<file path="config.mk">
export PLATFORM = sky130hd
export DESIGN_NAME = fft_pwr_acc
export DESIGN_NICKNAME = d
export VERILOG_FILES = /design/src/rtl/fft_pkg.sv /design/src/rtl/fft_cplx_sq.sv /design/src/rtl/fft_pwr_acc.sv
export SDC_FILE = /design/constraint.sdc
export NUM_CORES = 2
export LEC_CHECK = 0
export BUFFER_PORTS_ARGS = -buffer_cell sky130_fd_sc_hd__buf_2
export CAP_MARGIN = 10
export CELL_PAD_IN_SITES_DETAIL_PLACEMENT = 0
export CELL_PAD_IN_SITES_GLOBAL_PLACEMENT = 2
export CORE_UTILIZATION = 43
export CTS_BUF_LIST = sky130_fd_sc_hd__clkbuf_4
export DETAILED_ROUTE_END_ITERATION = 7
export PLACE_DENSITY_LB_ADDON = 0.12
export SLEW_MARGIN = 20
export SYNTH_ARGS = -nofsm -noshare
export SYNTH_HDL_FRONTEND = slang
export SYNTH_SLANG_ARGS = --single-unit
export TNS_END_PERCENT = 5
</file>
<file path="constraint.sdc">
create_clock -name clk -period 3.75 [get_ports clk]
set_input_delay 0 -clock clk [delete_from_list [all_inputs] [get_ports clk]]
set_output_delay 0 -clock clk [all_outputs]
set_load 0.02 [all_outputs]
</file>
<file path="src/rtl/fft_pkg.sv">
// Shared widths, FSM state encoding and the power clip helper for the FFT power accumulator.
package fft_pkg;

  localparam int PWR_W = 35;
  localparam int BIN_W = 16;
  localparam int SQ_W  = 32;
  localparam int ACC_W = 40;

  typedef enum logic [1:0] {
    IDLE = 2'd0,
    ACC  = 2'd1,
    DUMP = 2'd2
  } state_t;

  // Clip to 2^34-1; bit 34 of the result is always zero.
  function automatic logic [PWR_W-1:0] cap_pwr(input logic [ACC_W-1:0] a);
    if (|a[ACC_W-1:PWR_W-1]) return {1'b0, {(PWR_W-1){1'b1}}};
    else                     return {1'b0, a[PWR_W-2:0]};
  endfunction

endpackage

</file>
<file path="src/rtl/fft_cplx_sq.sv">
// Registered complex magnitude-squared: p = re^2 + im^2, one cycle, loads only when en is high.
module fft_cplx_sq
  import fft_pkg::*;
(
  input  logic                    clk,
  input  logic                    arstb,
  input  logic                    clr,
  input  logic                    en,
  input  logic signed [BIN_W-1:0] re,
  input  logic signed [BIN_W-1:0] im,
  output logic        [SQ_W-1:0]  p
);

  logic signed [SQ_W-1:0] re_x, im_x, re_sq, im_sq;
  logic        [SQ_W-1:0] p_nxt;

  // Each square is at most 2^30, so the unsigned sum (max 2^31) never overflows 32 bits.
  always_comb begin
    re_x  = SQ_W'(re);
    im_x  = SQ_W'(im);
    re_sq = re_x * re_x;
    im_sq = im_x * im_x;
    p_nxt = $unsigned(re_sq) + $unsigned(im_sq);
  end

  always_ff @(posedge clk or negedge arstb) begin
    if (!arstb)   p <= '0;
    else if (clr) p <= '0;
    else if (en)  p <= p_nxt;
  end

endmodule

</file>
<file path="src/rtl/fft_pwr_acc.sv">
// Frame power accumulator: sums |X|^2 over FFT bins, clips to 34 bits; result 2 cycles after the final bin.
// No backpressure, freeze stalls everything; `define FFT_PWR_ACC_PEAK_EN adds the peak_idx output.
module fft_pwr_acc
  import fft_pkg::*;
#(
  parameter int FRAME_LOG2 = 6
) (
  input  logic                    clk,
  input  logic                    arstb,
  input  logic                    rstb,
  input  logic                    freeze,
  input  logic                    in_valid,
  input  logic signed [BIN_W-1:0] in_re,
  input  logic signed [BIN_W-1:0] in_im,
  input  logic                    in_last,
  output logic [PWR_W-1:0]        pwr,
  output logic                    pwr_valid,
  output logic                    sat,
  output logic [FRAME_LOG2-1:0]   bin_cnt
`ifdef FFT_PWR_ACC_PEAK_EN
  ,
  output logic [FRAME_LOG2-1:0]   peak_idx
`endif
);

  localparam logic [FRAME_LOG2-1:0] LAST_BIN = '1;

  logic             accept, frame_end;
  logic             s1_vld, s1_first, s1_end;
  logic [SQ_W-1:0]  s1_p;
  logic [ACC_W-1:0] acc;
  state_t           state, state_nxt;

  assign accept    = in_valid & ~freeze & rstb;
  assign frame_end = in_last | (bin_cnt == LAST_BIN);

  fft_cplx_sq u_sq (
    .clk   (clk),
    .arstb (arstb),
    .clr   (!rstb),
    .en    (accept),
    .re    (in_re),
    .im    (in_im),
    .p     (s1_p)
  );

  // Stage 1 sideband travels alongside the squarer output.
  always_ff @(posedge clk or negedge arstb) begin
    if (!arstb) begin
      s1_vld   <= 1'b0;
      s1_first <= 1'b0;
      s1_end   <= 1'b0;
      bin_cnt  <= '0;
    end else if (!rstb) begin
      s1_vld   <= 1'b0;
      s1_first <= 1'b0;
      s1_end   <= 1'b0;
      bin_cnt  <= '0;
    end else if (!freeze) begin
      s1_vld <= accept;
      if (accept) begin
        s1_first <= (bin_cnt == '0);
        s1_end   <= frame_end;
        bin_cnt  <= frame_end ? '0 : bin_cnt + FRAME_LOG2'(1);
      end
    end
  end

  always_ff @(posedge clk or negedge arstb) begin
    if (!arstb)                  acc <= '0;
    else if (!rstb)              acc <= '0;
    else if (!freeze && s1_vld)  acc <= s1_first ? ACC_W'(s1_p) : acc + ACC_W'(s1_p);
  end

  always_ff @(posedge clk or negedge arstb) begin
    if (!arstb)       state <= IDLE;
    else if (!rstb)   state <= IDLE;
    else if (!freeze) state <= state_nxt;
  end

  // Staying in DUMP covers a one-bin frame that closes right behind the previous one.
  always_comb begin
    state_nxt = state;
    case (state)
      IDLE: if (accept) state_nxt = ACC;
      ACC:  if (s1_vld && s1_end) state_nxt = DUMP;
      DUMP: begin
        if (s1_vld && s1_end)      state_nxt = DUMP;
        else if (s1_vld || accept) state_nxt = ACC;
        else                       state_nxt = IDLE;
      end
      default: state_nxt = IDLE;
    endcase
  end

  // pwr/sat hold through freeze; the strobe drops so a held DUMP emits exactly one pulse once freeze falls.
  always_ff @(posedge clk or negedge arstb) begin
    if (!arstb) begin
      pwr       <= '0;
      pwr_valid <= 1'b0;
      sat       <= 1'b0;
    end else if (!rstb) begin
      pwr       <= '0;
      pwr_valid <= 1'b0;
      sat       <= 1'b0;
    end else if (freeze) begin
      pwr_valid <= 1'b0;
    end else begin
      pwr_valid <= (state == DUMP);
      if (state == DUMP) begin
        pwr <= cap_pwr(acc);
        sat <= |acc[ACC_W-1:PWR_W-1];
      end
    end
  end

`ifdef FFT_PWR_ACC_PEAK_EN
  logic [FRAME_LOG2-1:0] s1_idx, peak_bin;
  logic [SQ_W-1:0]       peak_p;

  // Strict compare keeps the lowest index on ties.
  always_ff @(posedge clk or negedge arstb) begin
    if (!arstb) begin
      s1_idx   <= '0;
      peak_bin <= '0;
      peak_p   <= '0;
      peak_idx <= '0;
    end else if (!rstb) begin
      s1_idx   <= '0;
      peak_bin <= '0;
      peak_p   <= '0;
      peak_idx <= '0;
    end else if (!freeze) begin
      if (accept) s1_idx <= bin_cnt;
      if (s1_vld && (s1_first || s1_p > peak_p)) begin
        peak_p   <= s1_p;
        peak_bin <= s1_idx;
      end
      if (state == DUMP) peak_idx <= peak_bin;
    end
  end
`endif

endmodule

</file>
==> metrics.yaml <==
cells_and_area:
  finalNetCount: 3596
  final_area_um2: 28290
  layout_commonest_cell: "inv_1"
  mostFrequentLayoutCells: "inv_1, fa_1, buf_4, nand2_1, ha_1"
  area_growth_pct: 18.55
  drive_above_1_share: 0.1888
  fillers: 5132
critical_path:
  cp.depth: 26
  crit_type: "in -> reg"
  startpoint_type: "input pin"
  cp_top_family: "adder cells"
  cp-end-kind: "flip-flop"
  crit_required_ns: 4.23
  reg2reg_depth: 12
  crit_path_max_incr_delay_ns: 0.52
  crit_arrival_ns: 6.70
  crit_path_max_fanout: 7
  path_common_cell: "fa_1"
  crit_buf_inv: 8
  slowest_stage: "fa_1"
synthesis:
  yosysTopAreaCell: "fa_1"
  synth_xor_xnor_area_share: 0.03120
  ys_seq_area_frac: 0.1248
  synth_top_family_by_area: "adder cells"
  syn_area_um2: 23860
  synth_edf_count: 0
  synth_cells: 2512
  ys_types: 70
  synth_top_area_share: 0.4379
  synth_compound_area_frac: 0.08389
  synth.area.top_cells: "fa_1, dfrtp_1, inv_1, ha_1, nand2_1"
  synthAdderAreaFrac: 0.5339
  yosys_warnings: 0
  synth_mux_area_frac: 0.003985
  syn_area_per_cell_um2: 9.500
  synth_ff_type: "dfrtp_1"
  ys_ff_latch: 119
  synthSimpleGateAreaFrac: 0.1107
  async_flop_share: 1.000
cts:
  cts_buffers: 17
  clock_path_buffers: 2
  clkTransAtPathRegs_ns: 0.11
  cts.sinks: 119
  cts_tree: "done"
  cts-htree-levels: 4
  clk_latency_ns: 0.58
  cts-root-buf: "clkbuf_4"
die:
  coreArea_um2: 54350
  die-width_um: 237.6
  die_area_um2: 56440
  ios: 81
  rows: 85
  die_height_um: 237.6
  initial_utilization: 0.4391
global_route:
  grt_pass1_wl_um: 100300
  antenna_found_initial: 1
  grt_max_degree: 71
  grt_pass1_vias: 18880
  grt_util_all_layers: 0.2267
  grt_remaining_overflow: 0
route:
  wl_per_cell_um: 16.72
  ant_nets: 0
  first_iter_violations: 712
  route.detailed.drc: 0
  dr.pass1.iters: 5
  via_per_inst: 4.748
  postRouteWirelength_um: 60280
  vias: 17120
timing:
  fin_ws_ns: -2.467
  min_period_over_period: 1.658
  slew_headroom: 0.2842
  timing.clock.skew_ns: 0.01424
  setup_viol: 26
  fin_crit_ns: 6.217
  rsz0062_at_grt: "true"
  fmax_mhz: 160.9
  hold_viol_final: 0
  tightest_slew_ns: 1.071
  slew_violations: 0
placement:
  dp_hpwl_um: 53950
  io_buffers: 79
  placed_area_um2: 27330
  globalplace.congestion: 0.8680
job:
  maxCapViolCount: 0
hold_path:
  hold_class: "in -> reg"
  hold_path_depth: 4
outcome:
  violations: "negative setup slack"
  outcome: "finished, violations left"
[sequential cells by signal, indices dropped and copies added (netlist names)]
| signal | count |
|---|---|
| s1_first | 1 |
| acc | 40 |
| s1_vld | 1 |
| state | 2 |
| sat | 1 |
| u_sq.p | 32 |
| pwr | 34 |
| pwr_valid | 1 |
| s1_end | 1 |
| bin_cnt | 6 |
[worst paths after layout]
check	from	to	slack, ns
setup / recovery	in_im[10]	u_sq.p[29]	-2.47
hold / removal	in_re[0]	u_sq.p[0]	0.06
setup reg to reg	acc[0]	acc[38]	0.47
hold reg to reg	pwr[5]	pwr[5]	0.47
max in group asynchronous	arstb	acc[20]	2.82
min in group asynchronous	arstb	acc[6]	0.09
[Yosys cell counts (22+ instances only)]
cell        n
xnor2_1    45
a21oi_1    64
nand2_1   275
fa_1      522
inv_1     631
o21ai_0   123
dfrtp_1   119
clkbuf_1   73
ha_1      183
a21o_1     27
xor2_1     40
nor2_1     90
nand3_1    22
and2_1     93
[timing repair]
action | 4_1_cts | 5_1_grt
endpoints found under the hold margin | 90 | 0
hold buffers | 7 | 0
setup buffers | 2 | 3
pin swaps | 32 | 23
gates resized for setup | 92 | 52
setup endpoints to repair | 27 | 27
[cell families (layout without fill, tap and decap cells)]
kind of cell / count (synthesis) / in the layout
simple gates: 568 / 568
fa+ha+maj: 705 / 705
xor+xnor: 85 / 85
compound gates: 318 / 318
flops: 119 / 119
mux: 9 / 9
other cells: 1 / 3
buf+inv: 707 / 1059
[worst reg2reg max path: cells and delay by family, from the launching register on]
kind / cells / cell delay (ns)
compound gates: 5 / 1.24
simple gates: 4 / 0.81
fa+ha+maj: 2 / 0.64
flops: 1 / 0.41
buf+inv: 1 / 0.06
[final cells by class]
class	count	area (µm²)	share of cell area
Antenna cell	1	2.502	0.00008846
Clock buffer	20	150.1	0.005307
Clock inverter	11	203.9	0.007209
Inverter	632	2391	0.08452
Multi-Input combinational cell	1687	18670	0.6599
Sequential cell	119	2978	0.1053
Tap cell	739	924.6	0.03268
Timing Repair Buffer	396	2972	0.1050
[per-stage QoR]
stage	hold WS, ns	setup slack [ns]	setup TNS [ns]	instances	utilization
CTS	0.1010	-2.487	-49.07	3601	0.5166
detailed placement	0.2154	-3.324	-71.42	3561	0.5029
finish	0.06320	-2.467	-49.25	3605	0.5205
global route	0.05307	-2.636	-53.98	3605	0.5205
floorplan	-0.2956	-2.737	-55.31	2513	-
global placement	0.2091	-3.318	-70.98	3561	0.5029
[per-layer routing]
layer	GRT usage	up-vias	share of wire
met5	0	-	0
met3	0.02183	46	0.028
met1	0.3282	8536	0.49
met2	0.3726	248	0.46
met4	0.04223	0	0.016
li1	-	8288	-
Power is not shown: default switching activity piles up to over one toggle a cycle in this logic, so the estimate is an artifact.
